### src/rtl/rv_defs_pkg.sv
// rv_defs_pkg: shared RV32I load/store definitions.
//   - funct3 width codes for loads and stores
//   - FSM state encoding for the load/store unit
//   - width_ok(): legality of a funct3 code for a load or a store
package rv_defs_pkg;

    localparam logic [2:0] F3_B  = 3'b000;
    localparam logic [2:0] F3_H  = 3'b001;
    localparam logic [2:0] F3_W  = 3'b010;
    localparam logic [2:0] F3_BU = 3'b100;
    localparam logic [2:0] F3_HU = 3'b101;

    typedef enum logic [1:0] {
        IDLE = 2'd0,
        REQ  = 2'd1,
        WAIT = 2'd2,
        DONE = 2'd3
    } lsu_state_e;

    function automatic logic width_ok(input logic we, input logic [2:0] f3);
        if (we)
            return (f3 == F3_B) || (f3 == F3_H) || (f3 == F3_W);
        return (f3 == F3_B) || (f3 == F3_H) || (f3 == F3_W) ||
               (f3 == F3_BU) || (f3 == F3_HU);
    endfunction

endpackage

### src/rtl/lsu_align.sv
// lsu_align: combinational lane formatting for the load/store unit.
// Ports:
//   funct3     in  3   access width code
//   offset     in  2   byte address bits [1:0]
//   wdata      in  32  LSB-aligned store data
//   be         out 4   byte enables for the access
//   wdata_lane out 32  store data replicated across lanes
//   rdata      in  32  bus read word
//   rdata_ext  out 32  selected lane, sign/zero extended
// Halfwords use offset[1] only and words ignore the offset, so low
// address bits that are not trapped upstream are silently dropped here.
module lsu_align
    import rv_defs_pkg::*;
(
    input  logic [2:0]  funct3,
    input  logic [1:0]  offset,
    input  logic [31:0] wdata,
    output logic [3:0]  be,
    output logic [31:0] wdata_lane,
    input  logic [31:0] rdata,
    output logic [31:0] rdata_ext
);

    logic [7:0]  byte_sel;
    logic [15:0] half_sel;

    always_comb begin
        be         = '0;
        wdata_lane = wdata;
        case (funct3[1:0])
            2'b00: begin
                be         = 4'b0001 << offset;
                wdata_lane = {4{wdata[7:0]}};
            end
            2'b01: begin
                be         = offset[1] ? 4'b1100 : 4'b0011;
                wdata_lane = {2{wdata[15:0]}};
            end
            2'b10:   be = '1;
            default: be = '0;
        endcase
    end

    always_comb begin
        case (offset)
            2'd0:    byte_sel = rdata[7:0];
            2'd1:    byte_sel = rdata[15:8];
            2'd2:    byte_sel = rdata[23:16];
            default: byte_sel = rdata[31:24];
        endcase
        half_sel = offset[1] ? rdata[31:16] : rdata[15:0];
    end

    always_comb begin
        case (funct3)
            F3_B:    rdata_ext = {{24{byte_sel[7]}}, byte_sel};
            F3_BU:   rdata_ext = {24'd0, byte_sel};
            F3_H:    rdata_ext = {{16{half_sel[15]}}, half_sel};
            F3_HU:   rdata_ext = {16'd0, half_sel};
            F3_W:    rdata_ext = rdata;
            default: rdata_ext = '0;
        endcase
    end

endmodule

### src/rtl/load_store_unit.sv
// load_store_unit: RV32I load/store unit bridging a stalling core to a
// request/grant/response memory bus.
// Parameter: TIMEOUT_CYCLES - max cycles spent in REQ+WAIT before abort.
// Build option: MISALIGN_TRAP_EN - when defined, misaligned halfword/word
//   accesses fault without a bus transaction; otherwise low bits are dropped.
// Ports:
//   clk, rst_n                      clock, async active-low reset
//   req_valid/we/funct3/addr/wdata  core request (held while stall=1)
//   stall                           freeze core (combinational)
//   load_data, load_valid, err      completion result and pulses
//   mem_req/we/addr/be/wdata        bus request (driven only in REQ)
//   mem_gnt, mem_rvalid, mem_rdata  bus grant and response
module load_store_unit
    import rv_defs_pkg::*;
#(
    parameter int unsigned TIMEOUT_CYCLES = 255
) (
    input  logic        clk,
    input  logic        rst_n,
    input  logic        req_valid,
    input  logic        req_we,
    input  logic [2:0]  req_funct3,
    input  logic [31:0] req_addr,
    input  logic [31:0] req_wdata,
    output logic        stall,
    output logic [31:0] load_data,
    output logic        load_valid,
    output logic        err,
    output logic        mem_req,
    output logic        mem_we,
    output logic [31:0] mem_addr,
    output logic [3:0]  mem_be,
    output logic [31:0] mem_wdata,
    input  logic        mem_gnt,
    input  logic        mem_rvalid,
    input  logic [31:0] mem_rdata
);

    lsu_state_e  state, nxt;
    logic        r_we;
    logic [2:0]  r_f3;
    logic [31:0] r_addr;
    logic [31:0] r_wdata;
    logic        r_fault;
    logic [15:0] cnt;

    logic        misaligned, req_ok, resp, timeout;
    logic [3:0]  be;
    logic [31:0] wdata_lane, rdata_ext;

`ifdef MISALIGN_TRAP_EN
    assign misaligned = (req_funct3[1:0] == 2'b01 && req_addr[0]) ||
                        (req_funct3[1:0] == 2'b10 && req_addr[1:0] != 2'b00);
`else
    assign misaligned = 1'b0;
`endif

    assign req_ok = width_ok(req_we, req_funct3) && !misaligned;

    // A response counts in REQ only together with its grant.
    assign resp    = (state == REQ && mem_gnt && mem_rvalid) ||
                     (state == WAIT && mem_rvalid);
    assign timeout = (state == REQ || state == WAIT) &&
                     cnt == 16'(TIMEOUT_CYCLES - 1);

    lsu_align u_align (
        .funct3     (r_f3),
        .offset     (r_addr[1:0]),
        .wdata      (r_wdata),
        .be         (be),
        .wdata_lane (wdata_lane),
        .rdata      (mem_rdata),
        .rdata_ext  (rdata_ext)
    );

    always_ff @(posedge clk or negedge rst_n) begin
        if (!rst_n) state <= IDLE;
        else        state <= nxt;
    end

    always_comb begin
        nxt = state;
        case (state)
            IDLE: if (req_valid) nxt = req_ok ? REQ : DONE;
            REQ: begin
                if (resp || timeout) nxt = DONE;
                else if (mem_gnt)    nxt = WAIT;
            end
            WAIT: if (resp || timeout) nxt = DONE;
            default: nxt = IDLE;
        endcase
    end

    always_comb begin
        stall      = req_valid && (state != DONE);
        load_valid = (state == DONE);
        err        = (state == DONE) && r_fault;
        mem_req    = (state == REQ);
        mem_we     = (state == REQ) && r_we;
        mem_addr   = (state == REQ) ? {r_addr[31:2], 2'b00} : '0;
        mem_be     = (state == REQ) ? be : '0;
        mem_wdata  = (state == REQ && r_we) ? wdata_lane : '0;
    end

    // Request capture, timeout counter and result register.
    always_ff @(posedge clk or negedge rst_n) begin
        if (!rst_n) begin
            r_we      <= 1'b0;
            r_f3      <= '0;
            r_addr    <= '0;
            r_wdata   <= '0;
            r_fault   <= 1'b0;
            cnt       <= '0;
            load_data <= '0;
        end else begin
            case (state)
                IDLE: if (req_valid) begin
                    r_we    <= req_we;
                    r_f3    <= req_funct3;
                    r_addr  <= req_addr;
                    r_wdata <= req_wdata;
                    r_fault <= !req_ok;
                    cnt     <= '0;
                    if (!req_ok) load_data <= '0;
                end
                REQ, WAIT: begin
                    cnt <= cnt + 16'd1;
                    if (resp) begin
                        if (!r_we) load_data <= rdata_ext;
                    end else if (timeout) begin
                        r_fault   <= 1'b1;
                        load_data <= '0;
                    end
                end
                default: ;
            endcase
        end
    end

endmodule

### config.mk
export PLATFORM = sky130hd
export DESIGN_NAME = load_store_unit
export DESIGN_NICKNAME = d
export VERILOG_FILES = /design/src/rtl/rv_defs_pkg.sv /design/src/rtl/lsu_align.sv /design/src/rtl/load_store_unit.sv
export SDC_FILE = /design/constraint.sdc
export NUM_CORES = 1
export LEC_CHECK = 0
export CAP_MARGIN = 20
export CORE_ASPECT_RATIO = 0.9
export CORE_UTILIZATION = 42
export DETAILED_ROUTE_END_ITERATION = 8
export PLACE_DENSITY = 0.77
export RECOVER_POWER = 25
export SYNTH_ARGS = -nofsm -noshare
export SYNTH_HDL_FRONTEND = slang
export SYNTH_SLANG_ARGS = --single-unit
### constraint.sdc
create_clock -name clk -period 2 [get_ports clk]
set_input_delay 0.4 -clock clk [delete_from_list [all_inputs] [get_ports clk]]
set_output_delay 0.4 -clock clk [all_outputs]
set_load 0.1 [all_outputs]
==> summary.txt <==
Detailed routing
  – Via density: 5.780
  – Drt wl/cell: 21.20 µm
  – Met2 WL post-DR: 10.75 mm
  – Top sig layer: met5
  – M1 wire length: 8.843 mm
  – DRT Wirelength: 21.86 mm
  – DRT iter0 DRCs: 535
  – Residual DRC: 0
  – Initial DRT Pass Iterations: 6
  – Total number of vias: 5,959
  – Met3 Wirelength: 1.858 mm
  – Antenna Nets Post-Route: 0

Synth
  – Asr flop ratio synth: 1.000
  – Cell count after synthesis: 572
  – Most used DFF post-synth: dfrtp_1
  – Post-Syn Area per Cell: 11.22 µm²
  – FF+latch count, synth: 119
  – Ys Warns: 0
  – Most numerous cell in the Yosys netlist: dfrtp_1
  – Post-synthesis cell area: 0.006420 mm²
  – Synth cell types: 56
  – Synth area leaders: dfrtp_1 46%, mux2_2 13%, and2_1 3.3%
  – Largest area contributor in the netlist: dfrtp_1
  – Sequential area share after synthesis: 0.4638
  – Top cell type's share of synthesized area: 0.4638
  – Number of synthesized flops with an enable pin: 0
  – Synth cell count leaders: 119 x dfrtp_1, 73 x mux2_2, 38 x nor2_1, 34 x and2_1, 32 x nand2_1

Timing
  – Layout Skew: 0.005461 ns
  – RSZ-0062 raised after global routing: true
  – Max Transition Viols Final: 0
  – Final Worst Setup Slack: -0.2031 ns
  – Slew headroom: 0.5098
  – Final hold vios: 0
  – Final Setup Violations: 92
  – Final period util: 1.102
  – Post-layout min period: 2.203 ns
  – Fmax: 453.9 MHz
  – Worst-Margin Slew: 0.7321 ns

Placement
  – Port bufs: 207
  – Post-DP Area: 0.009876 mm²
  – Pre-CTS setup slack: -0.05867 ns
  – GPL Wtd Cong: 0.8956
  – Final HPWL DP: 14.05 mm

Setup path
  – Critical Path Source: state[1]$_DFFE_PN0P_
  – Crit-path cells: inv_2, ha_4, buf_12, nand2_8, a21oi_4, buf_12
  – Slowest CP cell: dfrtp_1
  – Critical Path AT: 1.80 ns
  – Crit path capture type: primary output
  – R2R setup slack: -0.08 ns
  – Reg2Reg Launch Point: r_f3[0]$_DFFE_PN0P_
  – CP required: 1.60 ns
  – CP Launch Type: flop
  – Slowest stage delay, CP: 0.39 ns
  – CP endpoint: mem_wdata[15]
  – FF-to-FF End: load_data[8]$_DFFE_PN0P_
  – R2R depth: 6
  – Crit path kind: reg -> out
  – Crit path max fanout: 7
  – CP dominant cell by count: buf_12

Die
  – Site Rows: 42
  – Chip height: 119.3 µm
  – Num ports: 210
  – Chip Width: 132.3 µm
  – Core area: 0.01482 mm²
  – Starting Density: 0.4332
  – Die ar.: 0.01578 mm²

Min path
  – Worst hold path class: reg -> reg

Clock network
  – CTS tree: built
  – Longest Clk Path Bufs: 2
  – CTS buffer count: 17
  – H-tree lvl count: 4
  – Worst skew pair latency: 0.41 ns
  – Reg clk slew, reported paths: 0.06 ns
  – Root Buffer: clkbuf_16
  – Clock sink count: 119

Global route
  – GRT Total Usage: 0.2750
  – Initial antenna violation count: 1
  – First-pass GRT wire length: 33.63 mm
  – Largest net degree at the start of global routing: 51
  – Final global-route overflow total: 0
  – Number of global-route vias before repair: 6,092

Power and ir drop
  – Pwr Density: 1933 mW/mm²
  – VDD IR max: 1.244 mV
  – Leakage: 4.672 nW

Final layout
  – Layout cell share with drive strength beyond 1: 0.5210
  – Area Growth Syn to Fin: 75.79%
  – Register area: 0.002987 mm²
  – Fillers: 881
  – Footprint of the multi-input gates: 0.003913 mm²
  – Inserted Diodes: 0
  – Final net count: 931
  – Design Area, Final: 0.01129 mm²

Run status
  – Run status: finished with violations
  – Failing checks: negative setup slack

Run
  – Max Cap Viol: 0
-- state kept, by name (all words and copies together), names as in the netlist --
name / flops
r_wdata: 32
cnt: 16
state: 2
load_data: 32
r_addr: 32
r_f3: 3
r_we: 1
r_fault: 1
-- cells by family (layout without fill, tap and decap cells) --
| family | after synthesis | count (layout) | synth area share |
|---|---|---|---|
| mux | 100 | 100 | 0.1865 |
| flops | 119 | 119 | 0.4638 |
| fa+ha+maj | 6 | 6 | 0.01169 |
| simple gates | 157 | 160 | 0.1296 |
| buf+inv | 56 | 313 | 0.04424 |
| other cells | 1 | 2 | 0.0005841 |
| compound gates | 133 | 133 | 0.1635 |
-- final cells by class --
class                   count  share of cell area
multi-input cells         401              0.3467
clock inverters            10             0.01264
inverters                  11            0.003991
repair buffers            270              0.3072
flip-flops and latches    119              0.2646
clock buffers              22             0.04290
well taps                 198             0.02195
-- worst max-delay path: cells and delay by family (launching register included) --
family,cells,cell delay [ns]
flops,1,0.39
fa+ha+maj,1,0.26
simple gates,1,0.11
compound gates,1,0.17
buf+inv,3,0.45
-- placed cells by master (no fill, tap or decap), types with 6 or more instances in the layout --
cell | Yosys | layout
dfrtp_1 | 119 | 114
clkdlybuf4s50_1 | 0 | 103
buf_12 | 0 | 83
mux2_2 | 73 | 73
buf_4 | 3 | 68
and2_4 | 1 | 33
nor2_4 | 0 | 20
o21ai_0 | 18 | 18
clkbuf_16 | 0 | 18
mux2i_1 | 18 | 17
a22oi_1 | 17 | 17
o2bb2ai_2 | 11 | 17
nor2_1 | 38 | 16
o2bb2ai_1 | 21 | 15
nand2_1 | 32 | 14
a21oi_4 | 0 | 11
inv_1 | 11 | 9
nand2_4 | 0 | 9
nand3_1 | 9 | 9
a21oi_2 | 0 | 8
nand2_2 | 0 | 8
and3_4 | 0 | 8
mux4_2 | 8 | 8
a21oi_1 | 26 | 7
a222oi_1 | 7 | 7
buf_6 | 6 | 7
nand4_1 | 6 | 6
-- per-layer routing --
| layer | vias to the layer above | track usage |
|---|---|---|
| met5 | - | 0 |
| met4 | 2 | 0.08046 |
| met3 | 33 | 0.07748 |
| met2 | 319 | 0.4520 |
| met1 | 2990 | 0.3528 |
| li1 | 2615 | - |
-- through the flow --
stage / total power, W / cells / setup TNS, ns / hold WS [ns] / utilization
floorplan: 0.01275 / 573 / -6.670 / 0.1044 / -
global placement: 0.01599 / 971 / 0 / 0.3388 / 0.6664
detailed placement: 0.01631 / 971 / -0.3075 / 0.3444 / 0.6664
CTS: 0.02101 / 1026 / -13.21 / 0.4452 / 0.7455
global route: 0.02259 / 1031 / -15.30 / 0.5088 / 0.7616
finish: 0.02181 / 1031 / -10.81 / 0.4950 / 0.7616
-- power by group --
| part | internal (W) | total, W | leakage, nW | switching [W] |
|---|---|---|---|---|
| combinational | 0.00581 | 0.0142 | 2.88 | 0.00838 |
| clock | 0.00210 | 0.00323 | 0.295 | 0.00113 |
| sequential | 0.00337 | 0.00440 | 1.50 | 0.00103 |
| total | 0.0113 | 0.0218 | 4.67 | 0.0105 |
-- what timing repair did --
| item | CTS | global route |
|---|---|---|
| setup buffers | 14 | 5 |
| gates cloned | 8 | 1 |
| hold endpoints to repair | 24 | 0 |
| endpoints found under the setup margin | 77 | 110 |
| hold buffers | 1 | 0 |
| resized for setup | 61 | 48 |
| pin swaps | 25 | 17 |
-- worst min path at each step --
stage | from | to | slack (ns) | depth (start not counted)
floorplan | rst_n | cnt[0]$_DFFE_PN0P_ | 0.10 | 0
global placement | rst_n | r_addr[14]$_DFFE_PN0P_ | 0.34 | 1
detailed placement | rst_n | r_addr[18]$_DFFE_PN0P_ | 0.34 | 1
CTS | rst_n | r_addr[18]$_DFFE_PN0P_ | 0.45 | 2
global route | load_data[15]$_DFFE_PN0P_ | load_data[15]$_DFFE_PN0P_ | 0.51 | 1
finish | load_data[23]$_DFFE_PN0P_ | load_data[23]$_DFFE_PN0P_ | 0.50 | 1
No activity file was read; power rests on OpenSTA's default activity.
